[config.mk]
export PLATFORM = sky130hd
export DESIGN_NAME = cart_bus_sync
export DESIGN_NICKNAME = d
export VERILOG_FILES = /design/src/rtl/cart_bus_sync.sv
export SDC_FILE = /design/constraint.sdc
export NUM_CORES = 1
export LEC_CHECK = 0
export BUFFER_PORTS_ARGS = -buffer_cell sky130_fd_sc_hd__buf_2
export CORE_MARGIN = 2
export CORE_UTILIZATION = 35
export CTS_BUF_LIST = sky130_fd_sc_hd__clkbuf_8 sky130_fd_sc_hd__clkbuf_16
export CTS_CLUSTER_DIAMETER = 100
export DETAILED_ROUTE_END_ITERATION = 8
export SYNTH_ARGS = -nofsm -noshare
export SYNTH_HDL_FRONTEND = slang
export SYNTH_SLANG_ARGS = --single-unit
[constraint.sdc]
create_clock -name clk -period 5.8 [get_ports clk]
set_clock_uncertainty 0.15 [all_clocks]
set_input_delay 0.87 -clock clk [delete_from_list [all_inputs] [get_ports clk]]
set_output_delay 0.87 -clock clk [all_outputs]
set_load 0.05 [all_outputs]
[src/rtl/cart_bus_sync.sv]
// Game Boy cartridge bus front end: synchronises /RD, /WR, /CS and samples A/D into the clk domain,
// producing a stable address, a one-clk write strobe and a read-request pulse. Build option: CART_BUS_WR_FILTER_EN.
module cart_bus_sync #(
    parameter int SYNC_STAGES = 2,
    parameter int WR_MIN_CYC  = 3,
    parameter int ADR_STB_CYC = 2
) (
    input  logic        clk,
    input  logic        reset,
    input  logic [15:0] cart_a,
    input  logic [7:0]  cart_d,
    input  logic        cart_nrd,
    input  logic        cart_nwr,
    input  logic        cart_ncs,
    output logic [15:0] adr,
    output logic [7:0]  wdata,
    output logic        write,
    output logic        rd_req,
    output logic        rd_active,
    output logic        cs,
    output logic [7:0]  drop_cnt,
    output logic [1:0]  dbg_state
);

    if (SYNC_STAGES < 2 || SYNC_STAGES > 4 || ADR_STB_CYC < 1 || ADR_STB_CYC > 7 ||
        WR_MIN_CYC < 1 || WR_MIN_CYC > 7) begin : g_param_check
        $error("cart_bus_sync: parameter out of range");
    end

    typedef enum logic [1:0] {
        S_IDLE      = 2'd0,
        S_RD        = 2'd1,
        S_WR_LOW    = 2'd2,
        S_WR_COMMIT = 2'd3
    } state_t;

    localparam logic [2:0] STB_CYC = 3'(ADR_STB_CYC);

    state_t state;

    logic [SYNC_STAGES-1:0] nrd_sync;
    logic [SYNC_STAGES-1:0] nwr_sync;
    logic [SYNC_STAGES-1:0] ncs_sync;
    logic [15:0] a_reg;
    logic [7:0]  d_reg;
    logic [15:0] a_dly [SYNC_STAGES-1];
    logic [7:0]  d_dly [SYNC_STAGES-1];

    logic        rd_s;
    logic        wr_s;
    logic [15:0] a_al;
    logic [7:0]  d_al;
    logic [7:0]  wdata_shadow;
    logic [2:0]  stb_cnt;
    logic        conflict;
    logic        conflict_counted;
    logic        wr_runt;
    logic [7:0]  drop_next;

    // Synchronisers reset to 1 so every strobe starts inactive.
    always_ff @(posedge clk) begin
        if (reset) begin
            nrd_sync <= '1;
            nwr_sync <= '1;
            ncs_sync <= '1;
            a_reg    <= '0;
            d_reg    <= '0;
            for (int i = 0; i < SYNC_STAGES - 1; i++) begin
                a_dly[i] <= '0;
                d_dly[i] <= '0;
            end
        end else begin
            nrd_sync <= {nrd_sync[SYNC_STAGES-2:0], cart_nrd};
            nwr_sync <= {nwr_sync[SYNC_STAGES-2:0], cart_nwr};
            ncs_sync <= {ncs_sync[SYNC_STAGES-2:0], cart_ncs};
            a_reg    <= cart_a;
            d_reg    <= cart_d;
            a_dly[0] <= a_reg;
            d_dly[0] <= d_reg;
            for (int i = 1; i < SYNC_STAGES - 1; i++) begin
                a_dly[i] <= a_dly[i-1];
                d_dly[i] <= d_dly[i-1];
            end
        end
    end

    assign rd_s      = ~nrd_sync[SYNC_STAGES-1];
    assign wr_s      = ~nwr_sync[SYNC_STAGES-1];
    assign cs        = ~ncs_sync[SYNC_STAGES-1];
    assign a_al      = a_dly[SYNC_STAGES-2];
    assign d_al      = d_dly[SYNC_STAGES-2];
    assign drop_next = (drop_cnt == 8'hFF) ? drop_cnt : drop_cnt + 8'd1;
    assign dbg_state = state;

`ifdef CART_BUS_WR_FILTER_EN
    localparam logic [2:0] WR_MIN = 3'(WR_MIN_CYC);
    logic [2:0] wr_cnt;

    // Holds at 1 outside WR_LOW: the cycle that entered WR_LOW already saw wr low.
    always_ff @(posedge clk) begin
        if (reset) begin
            wr_cnt <= 3'd1;
        end else if (state != S_WR_LOW) begin
            wr_cnt <= 3'd1;
        end else if (wr_s && wr_cnt != 3'd7) begin
            wr_cnt <= wr_cnt + 3'd1;
        end
    end

    assign wr_runt = (wr_cnt < WR_MIN);
`else
    assign wr_runt = 1'b0;
`endif

    always_ff @(posedge clk) begin
        if (reset) begin
            state            <= S_IDLE;
            adr              <= '0;
            wdata            <= '0;
            write            <= 1'b0;
            rd_req           <= 1'b0;
            rd_active        <= 1'b0;
            drop_cnt         <= '0;
            wdata_shadow     <= '0;
            stb_cnt          <= '0;
            conflict         <= 1'b0;
            conflict_counted <= 1'b0;
        end else begin
            write  <= 1'b0;
            rd_req <= 1'b0;
            unique case (state)
                S_IDLE: begin
                    adr <= a_al;
                    if (wr_s) begin
                        state            <= S_WR_LOW;
                        wdata_shadow     <= d_al;
                        conflict         <= rd_s;
                        conflict_counted <= 1'b0;
                    end else if (rd_s) begin
                        state     <= S_RD;
                        rd_active <= 1'b1;
                        stb_cnt   <= 3'd1;
                        rd_req    <= (STB_CYC == 3'd1);
                    end
                end
                S_RD: begin
                    adr <= a_al;
                    if (wr_s) begin
                        // The conflict is counted here once; the commit only discards the write.
                        state            <= S_WR_LOW;
                        rd_active        <= 1'b0;
                        wdata_shadow     <= d_al;
                        conflict         <= 1'b1;
                        conflict_counted <= 1'b1;
                        drop_cnt         <= drop_next;
                    end else if (!rd_s) begin
                        state     <= S_IDLE;
                        rd_active <= 1'b0;
                    end else if (a_al != adr) begin
                        stb_cnt <= 3'd1;
                        rd_req  <= (STB_CYC == 3'd1);
                    end else if (stb_cnt != STB_CYC) begin
                        stb_cnt <= stb_cnt + 3'd1;
                        rd_req  <= (stb_cnt + 3'd1 == STB_CYC);
                    end
                end
                S_WR_LOW: begin
                    if (wr_s) begin
                        wdata_shadow <= d_al;
                        if (rd_s) conflict <= 1'b1;
                    end else begin
                        // Strobe is raised on entry so it is high while WR_COMMIT freezes adr.
                        state <= S_WR_COMMIT;
                        if (conflict || rd_s || wr_runt) begin
                            if (!conflict_counted) drop_cnt <= drop_next;
                        end else begin
                            write <= 1'b1;
                            wdata <= wdata_shadow;
                        end
                    end
                end
                S_WR_COMMIT: begin
                    state <= S_IDLE;
                end
                default: begin
                    state <= S_IDLE;
                end
            endcase
        end
    end

endmodule

==> results of run 1 <==
power groups by stage:
| stage | registers (uW) | clock network [uW] | logic [uW] |
|---|---|---|---|
| floorplan | 812 | 0 | 97.3 |
| global placement | 781 | 0 | 165 |
| detailed placement | 782 | 0 | 167 |
| CTS | 765 | 423 | 167 |
| global route | 770 | 454 | 183 |
| finish | 765 | 405 | 165 |
cells in the final DEF (no fill, tap or decap), drive strengths merged, types with 2 or more instances in the layout:
master and count:
dfxtp 104, buf 66, nand2 63, nor2b 51, a21oi 44, o21ai 18
xnor2 17, nor2 14, clkbuf 10, inv 10, or2 8, ha 8
nand3 7, or3 5, nand4 5, nor3 4, mux2i 3, nand2b 3
clkinvlp 3, a32oi 2, and3 2, o31ai 2
cells by family after synthesis:
logic type | synth area share [%]
multiplexers | 0.808
XOR/XNOR | 4.24
buffers and inverters | 3.10
adder cells (fa/ha/maj) | 2.69
AO/OA/AOI/OAI | 10.6
AND/OR/NAND/NOR | 22.5
flip-flops | 56.0
stage by stage:
| step | instances | instance area, sq um | util (%) |
|---|---|---|---|
| floorplan | 395 | 3720 | - |
| global placement | 579 | 4140 | 40.1 |
| detailed placement | 579 | 4140 | 40.1 |
| CTS | 595 | 4320 | 41.8 |
| global route | 595 | 4320 | 41.8 |
| finish | 595 | 4320 | 41.8 |
area by class of cell:
class                   instances  area, sq um
fillers                      1018         6010
flip-flops and latches        104         2080
multi-input cells             265         1520
repair buffers                 66          333
well taps                     136          170
clock buffers                  10          138
clock inverters                 6         43.8
inverters                       8         32.5
Yosys cell counts:
cell type / number
xnor2_1: 17
inv_4: 1
nand4_2: 1
or4_1: 1
a311oi_1: 1
and4_1: 1
o21a_1: 1
xor2_1: 1
o22ai_1: 1
ha_1: 8
o21ai_0: 18
a211oi_1: 1
a22oi_1: 1
dfxtp_1: 104
inv_1: 7
o31ai_1: 1
buf_1: 1
nand3b_1: 1
o31ai_4: 1
nand2_1: 63
or3_1: 5
a21oi_1: 44
nor2_1: 14
nor2b_1: 51
nor3_1: 4
and3_1: 2
a32oi_1: 2
clkbuf_1: 15
or2_2: 8
mux2i_1: 3
nand2b_1: 3
nand3_1: 7
nand4_1: 4
buf_6: 2
layer usage:
metal  track usage (%)  vias up  share of wire (%)
met5                 0        -                  0
met3              2.67        9                3.8
met1              14.8     1190                 48
li1                  -     1412                  -
met2              19.8       48                 47
met4              5.75        0                1.8
worst register-to-register path: cells and delay by family, from the launching register on:
family	cells	cell delay, ns
simple gates	2	0.87
flops	1	0.73
compound gates	2	0.39
buf+inv	1	0.08
path summary, 6_finish.rpt:
path                     from          end  slack, ns  cells after the start
setup / recovery  nwr_sync[1]  drop_cnt[7]       3.50                      5
hold reg to reg   nwr_sync[0]  nwr_sync[1]       0.27                      1
setup reg to reg  nwr_sync[1]  drop_cnt[7]       3.50                      5
hold / removal    nwr_sync[0]  nwr_sync[1]       0.27                      1
==> flow_metrics.py, run 1 <==
metrics = {
    "sta": {
        "hold-worst-slack_ns": 0.267,
        "hold_viol": 0,
        "finalSetupViolations": 0,
        "finalMaxSlewViolations": 0,
        "setup_ws_ns": 3.50,
        "max_freq_mhz": 435,
        "tns_ns": 0,
        "period_needed_ns": 2.30,
        "rsz0062_at_grt": "no",
        "relSlewSlack_pct": 30.8,
        "post-route-period-util_pct": 39.6,
        "worst_pin_slew_ns": 1.03,
    },
    "floorplanning": {
        "core_sq_um": 10300,
        "initial_utilization_pct": 36.0,
        "chipWidth_um": 107,
        "fp-row-count": 37,
        "die_area_sq_um": 11500,
        "io_pins": 67,
        "die-height_um": 107,
    },
    "routing": {
        "drt_iter0_drc": 79,
        "routed_via_density": 4.47,
        "dr.pass1.iters": 4,
        "wirelength_um": 6750,
        "post_drt_wl_per_cell_um": 11.3,
        "route.detailed.drc": 0,
        "final_antenna_net_count": 0,
        "route.vias.total": 2659,
    },
    "finish": {
        "n_antenna_cell": 0,
        "drive_gt1_share_pct": 20.0,
        "area_growth_pct": 16.2,
        "final_nets": 491,
    },
    "yosys": {
        "synth_nets": 432,
        "yosysWarningCount": 0,
        "synth_top_area_share_pct": 56.0,
        "synth.distinct_cells": 34,
        "syn_area_sq_um": 3720,
        "netlist_top_cells_area": "dfxtp_1 (56%), nor2b_1 (8.6%), nand2_1 (6.4%)",
        "ys_ff_latch": 104,
        "yosysSeqAreaShare_pct": 56.0,
        "syn_area_per_cell_sq_um": 9.41,
        "synth_top_area_cell": "dfxtp_1",
        "syn_inst": 395,
    },
    "placed_design": {
        "post-place-ws_ns": 3.54,
        "place_congestion": 0.760,
        "dp_hpwl_um": 4610,
        "io_buffers": 66,
    },
    "power": {
        "power_frac_comb_pct": 12.4,
        "power_leakage_uw": 0.00170,
        "p_total_uw": 1330,
        "powerDensity_nw_per_um2": 309,
        "p_switching_uw": 367,
        "clkPwrFrac_pct": 30.3,
        "p_int_uw": 967,
        "seqPwrFrac_pct": 57.3,
        "ir_worst_vdd_uv": 121,
        "switching_share_pct": 27.5,
    },
    "clock_network": {
        "cts.hold.buffers_added": 0,
        "cts_buffers": 9,
        "cts_tree": "built",
        "clkSinkCount": 104,
        "htree_levels": 3,
        "clk_pin_slew_ns": 0.09,
        "clockBufferDepth": 2,
        "post_cts_buffers": 0,
        "worstSkewPairLatency_ns": 0.35,
        "cts-root-buf": "clkbuf_8",
        "post_cts_resized": 0,
    },
    "global_routing": {
        "antenna_found_initial": 0,
        "grtUsageTotal_pct": 12.0,
        "grt_overflow": 0,
        "grt_first_pass_wirelength_um": 11100,
        "grt_max_degree": 105,
        "grt_pass1_vias": 2485,
    },
    "setup_path": {
        "arrival_ns": 2.41,
        "cp-end-kind": "flip-flop",
        "slowest_stage": "dfxtp_1",
        "critPathBufInv": 1,
        "crit_path_max_fanout": 19,
        "path_delay_family": "simple AND/OR/NAND/NOR gates",
        "worstPathRequired_ns": 5.92,
        "crit_chain": "inv_4, o31ai_4, nand4_2, or4_1, a21oi_1",
        "critPathLaunchType": "flip-flop",
        "critPathMaxStageDelay_ns": 0.73,
        "critPathKind": "flip-flop to flip-flop",
    },
    "hold_path": {
        "hold_class": "flip-flop to flip-flop",
    },
    "status": {
        "status": "complete, no violations",
    },
    "run": {
        "max_cap_violations": 0,
    },
}
No activity file was read; power rests on OpenSTA's default activity.
==> run 2: changes to the inputs <==
Settings changed: ABC_AREA from default to 1.
Clock period 5.8 ns to 2.21 ns, I/O delays scaled along.
==> flow_metrics.py, run 2 <==
metrics = {
    "status": {
        "status": "complete, no violations",
    },
    "routing": {
        "route.detailed.drc": 0,
        "drt_iter0_drc": 155,
        "wirelength_um": 7470,
        "dr.pass1.iters": 4,
        "final_antenna_net_count": 0,
        "post_drt_wl_per_cell_um": 9.88,
        "routed_via_density": 4.27,
        "route.vias.total": 3226,
    },
    "global_routing": {
        "busiest_layer": "met2",
        "grt_pass1_vias": 2882,
        "grtUsageTotal_pct": 13.3,
        "use_met3_pct": 4.03,
        "antenna_found_initial": 0,
        "use_met1_pct": 15.7,
        "grt_overflow": 0,
        "use_met2_pct": 22.2,
        "grt_max_degree": 33,
        "grt_first_pass_wirelength_um": 12500,
    },
    "yosys": {
        "syn_area_sq_um": 3930,
        "syn_inst": 519,
        "synth_nets": 556,
        "synthMuxAreaShare_pct": 0,
        "yosysWarningCount": 0,
        "netlist_top_cells_area": "dfxtp_1 (53%), nor2_1 (12%), inv_1 (9.1%)",
        "synth-simple-area-share_pct": 24.1,
        "synth-compound-area-share_pct": 9.05,
        "synthArstFlopShare_pct": 0,
        "netlist_top_cells_count": "nor2_1 (123), dfxtp_1 (104), inv_1 (95), nand2_1 (68), o21ai_0 (39)",
        "synth_top_family_by_area": "simple AND/OR/NAND/NOR gates",
        "synth-edff-count": 0,
        "ys_ff_latch": 104,
        "synth_top_area_share_pct": 53.0,
        "synth.distinct_cells": 30,
        "synthAdderAreaFrac_pct": 2.55,
        "synth_flop_cell": "dfxtp_1",
        "synth_top_area_cell": "dfxtp_1",
        "syn_area_per_cell_sq_um": 7.57,
        "synth_xor_area_share_pct": 0.446,
        "synth.most_common_cell": "nor2_1",
        "yosysSeqAreaShare_pct": 53.0,
    },
    "floorplanning": {
        "core_sq_um": 10900,
        "die-height_um": 110,
        "fp-row-count": 38,
        "initial_utilization_pct": 36.1,
        "die_area_sq_um": 12100,
        "io_pins": 67,
        "chipWidth_um": 110,
    },
    "sta": {
        "hold_viol": 0,
        "worst_pin_slew_ns": 0.579,
        "hold-worst-slack_ns": 0.0252,
        "finalSetupViolations": 0,
        "finalMaxSlewViolations": 0,
        "tns_ns": 0,
        "rsz0062_at_grt": "no",
        "relSlewSlack_pct": 61.1,
        "max_freq_mhz": 506,
        "period_needed_ns": 1.98,
        "post-route-period-util_pct": 89.4,
    },
    "finish": {
        "final_nets": 648,
        "layout_commonest_cell": "nor2_1",
        "n_antenna_cell": 0,
        "final_area_sq_um": 4870,
        "final_cell_mix": "nor2_1 (123), dfxtp_1 (104), inv_1 (95)",
        "area_growth_pct": 24.1,
        "drive_gt1_share_pct": 18.0,
    },
    "hold_path": {
        "min-delay-start": "cart_a[4]",
        "hold_class": "input port to flip-flop",
    },
    "placed_design": {
        "io_buffers": 66,
        "placed_area_sq_um": 4420,
        "dp_hpwl_um": 5120,
        "place_congestion": 0.787,
    },
    "setup_path": {
        "startpoint": "dbg_state[1]",
        "crit_path_max_fanout": 6,
        "critPathKind": "flip-flop to flip-flop",
        "crit_chain": "inv_1, ha_1, nand2_1, nand3_2, a21oi_2, nand2_2, inv_4, nand3_1, nor3_2, nor3_2",
        "crit_top_cell": "nor3_2",
        "critPathLaunchType": "flip-flop",
        "worstPathRequired_ns": 2.31,
        "arrival_ns": 2.08,
        "critPathMaxStageDelay_ns": 0.44,
        "cp-end-kind": "flip-flop",
        "r2r_start": "dbg_state[1]",
        "slowest_stage": "dfxtp_1",
    },
    "clock_network": {
        "clockBufferDepth": 2,
        "htree_levels": 3,
        "cts_tree": "built",
        "clkSinkCount": 104,
        "post_cts_resized": 0,
        "worstSkewPairLatency_ns": 0.36,
        "clk_pin_slew_ns": 0.09,
        "cts_buffers": 9,
        "cts-root-buf": "clkbuf_8",
    },
    "run": {
        "max_cap_violations": 0,
    },
    "power": {
        "powerDensity_nw_per_um2": 872,
        "ir_worst_vdd_uv": 348,
        "power_leakage_uw": 0.00243,
    },
}
run 2: changes by cell type in the layout (fill, tap and decap cells not counted), moves of 4 or more:
cell | before | now
buf_4 | 1 | 6
a21oi_1 | 44 | 22
xnor2_1 | 17 | 1
or3_1 | 5 | 0
nor2_1 | 14 | 123
nand2_1 | 63 | 68
nor2b_1 | 51 | 0
o21ai_1 | 0 | 4
nor2_2 | 0 | 4
o21ai_0 | 18 | 39
dlygate4sd3_1 | 0 | 23
inv_1 | 8 | 95
run 2: cells by family after synthesis:
kind of cell | count (synthesis)
fa+ha+maj | 8
xor+xnor | 2
simple gates | 223
flops | 104
buf+inv | 113
compound gates | 69
run 2: layout make-up:
class	instances	area [sq um]
Fill cell	1094	6020
Sequential cell	104	2080
Multi-Input combinational cell	302	1420
Timing Repair Buffer	95	606
Inverter	99	374
Tap cell	140	175
Clock buffer	12	165
Clock inverter	4	51.3
run 2: worst max-delay path, delay by kind of cell, from the launching register on:
kind,cells,cell delay [ns]
AO/OA/AOI/OAI,1,0.13
adder cells (fa/ha/maj),1,0.27
buffers and inverters,2,0.21
flip-flops,1,0.44
AND/OR/NAND/NOR,6,0.68
run 2: worst paths after layout:
| kind | to | slack (ns) | cells after the start |
|---|---|---|---|
| worst max-delay path | drop_cnt[7] | 0.23 | 10 |
| worst min register to register | a_dly[0][5] | 0.25 | 2 |
| worst min-delay path | a_reg[4] | 0.03 | 3 |
| worst max register to register | drop_cnt[7] | 0.23 | 10 |
run 2: timing repair:
action	4_1_cts	5_1_grt
buffers inserted	0	0
endpoints found under the hold margin	23	0
hold buffers	23	0
run 2: power by group:
group	switching, uW	total [uW]	internal, uW
Clock	620	1240	617
Combinational	634	906	272
Sequential	90.5	2100	2010
run 2: metal layers:
layer,vias up,part of all wire (%)
met1,1414,47
met3,10,4.6
li1,1738,-
met5,-,0
met4,0,1.7
met2,64,47
run 2: through the flow:
stage               worst slack, ns  util (%)  power (uW)  cells
finish                        0.235      44.7        4250    756
global route                 0.0361      44.7        4500    756
global placement              0.362      40.6        3010    717
floorplan                    0.0683         -        2810    519
detailed placement            0.260      40.6        3030    717
CTS                           0.239      44.7        4320    756
==> run 3: changes to the inputs <==
Settings changed: CORE_UTILIZATION 35 to 29, MAX_ROUTING_LAYER from default to met4.
==> flow_metrics.py, run 3 (same netlist as run 2, synthesis figures left out) <==
metrics = {
    "status": {
        "status": "complete, no violations",
    },
    "sta": {
        "finalSetupViolations": 0,
        "max_freq_mhz": 483,
        "post-route-period-util_pct": 93.6,
        "hold_viol": 0,
        "rsz0062_at_grt": "no",
        "period_needed_ns": 2.07,
        "tns_ns": 0,
        "relSlewSlack_pct": 63.6,
        "finalMaxSlewViolations": 0,
        "setup_ws_ns": 0.141,
        "worst_pin_slew_ns": 0.542,
    },
    "global_routing": {
        "grtUsageTotal_pct": 11.8,
        "grt_first_pass_wirelength_um": 13400,
        "grt_max_degree": 33,
        "grt_overflow": 0,
        "grt_pass1_vias": 3060,
        "antenna_found_initial": 0,
    },
    "routing": {
        "drt_iter0_drc": 159,
        "route.detailed.drc": 0,
        "routed_via_density": 4.12,
        "route.vias.total": 3169,
        "final_antenna_net_count": 0,
        "dr.pass1.iters": 4,
        "wirelength_um": 7850,
        "post_drt_wl_per_cell_um": 10.2,
    },
    "hold_path": {
        "hold_path_end": "ncs_sync[0]",
        "whs_path_depth": 2,
        "hold_class": "input port to flip-flop",
        "min-delay-start": "cart_ncs",
    },
    "run": {
        "max_cap_violations": 0,
    },
    "placed_design": {
        "dp_hpwl_um": 5670,
        "io_buffers": 66,
        "post-place-ws_ns": 0.205,
        "place_congestion": 0.801,
    },
    "floorplanning": {
        "die-height_um": 120,
        "chipWidth_um": 120,
        "die_area_sq_um": 14500,
        "core_sq_um": 13200,
        "fp-row-count": 42,
        "initial_utilization_pct": 29.6,
        "io_pins": 67,
    },
    "clock_network": {
        "htree_levels": 3,
        "cts_tree": "built",
        "worstSkewPairLatency_ns": 0.34,
        "cts.hold.buffers_added": 0,
        "clk_pin_slew_ns": 0.07,
        "post_cts_buffers": 0,
        "post_cts_resized": 0,
        "cts-root-buf": "clkbuf_16",
        "clkSinkCount": 104,
        "cts_buffers": 9,
        "clockBufferDepth": 2,
    },
    "setup_path": {
        "critPathLaunchType": "flip-flop",
        "cp-end-kind": "flip-flop",
        "rr_worst_depth": 9,
        "crit_path_max_fanout": 6,
        "worstPathRequired_ns": 2.31,
        "arrival_ns": 2.17,
        "critPathKind": "flip-flop to flip-flop",
        "r2r_start": "dbg_state[1]",
        "rrSetupSlack_ns": 0.14,
        "timing.rr.end": "dbg_state[0]",
    },
    "power": {
        "seqPwrFrac_pct": 47.3,
        "power_leakage_uw": 0.00236,
        "p_int_uw": 3070,
        "ir_worst_vdd_uv": 382,
        "p_switching_uw": 1390,
        "clkPwrFrac_pct": 32.8,
        "powerDensity_nw_per_um2": 939,
        "switching_share_pct": 31.1,
        "power_frac_comb_pct": 19.9,
    },
    "finish": {
        "n_fill_cell": 1430,
        "drive_gt1_share_pct": 18.4,
        "multi_input_area_sq_um": 1420,
        "area_growth_pct": 21.0,
        "layout_commonest_cell": "nor2_1",
        "final_nets": 626,
        "seq_area_sq_um": 2080,
        "final_cell_mix": "nor2_1 (123), dfxtp_1 (104), inv_1 (97)",
        "n_antenna_cell": 0,
    },
}
run 3: power groups by stage:
stage / logic, uW / clock network, uW / registers, uW
after detailed placement: 894 / 0 / 2150
final: 890 / 1460 / 2110
after global placement: 872 / 0 / 2150
after global routing: 993 / 1580 / 2130
after floorplan: 429 / 0 / 2380
after CTS: 897 / 1510 / 2110
run 3: how the worst max path moves through the flow:
stage | start | depth (start not counted) | to
finish | dbg_state[1] | 9 | dbg_state[0]
global route | dbg_state[1] | 10 | drop_cnt[7]
CTS | dbg_state[1] | 9 | dbg_state[0]
detailed placement | dbg_state[1] | 9 | dbg_state[0]
global placement | dbg_state[1] | 10 | drop_cnt[7]
floorplan | dbg_state[1] | 10 | drop_cnt[7]
run 3: worst max-delay path: stages, from the launching register on:
cell	delay, ns
dfxtp_1	0.44
inv_1	0.10
ha_1	0.27
nand2_1	0.16
nor2_1	0.07
inv_1	0.12
nand2_1	0.09
a31oi_1	0.29
nor2_1	0.10
a211oi_1	0.19
run 3: layout make-up:
| cell class | count | share of cell area, % |
|---|---|---|
| clock buffer | 11 | 5.32 |
| multi-input combinational | 302 | 29.8 |
| inverter | 99 | 7.87 |
| clock inverter | 4 | 0.474 |
| timing repair buffer | 73 | 8.06 |
| tap | 176 | 4.63 |
| sequential | 104 | 43.8 |
run 3: layer usage:
metal	vias up	global-route usage, %	wire (um)
li1	1693	-	-
met4	0	5.09	72
met2	45	19.0	3660
met5	-	-	0
met3	4	2.55	244
met1	1427	14.4	3870
run 3: stage by stage:
step | hold WS [ns] | util [%] | cells | cell area (sq um) | total power [uW]
after floorplan | 0.238 | - | 519 | 3930 | 2810
after global placement | 0.240 | 33.8 | 754 | 4480 | 3020
after detailed placement | 0.243 | 33.8 | 754 | 4480 | 3050
after CTS | 0.00944 | 35.9 | 769 | 4750 | 4520
after global routing | 0.0294 | 35.9 | 769 | 4750 | 4700
final | 0.0215 | 35.9 | 769 | 4750 | 4460
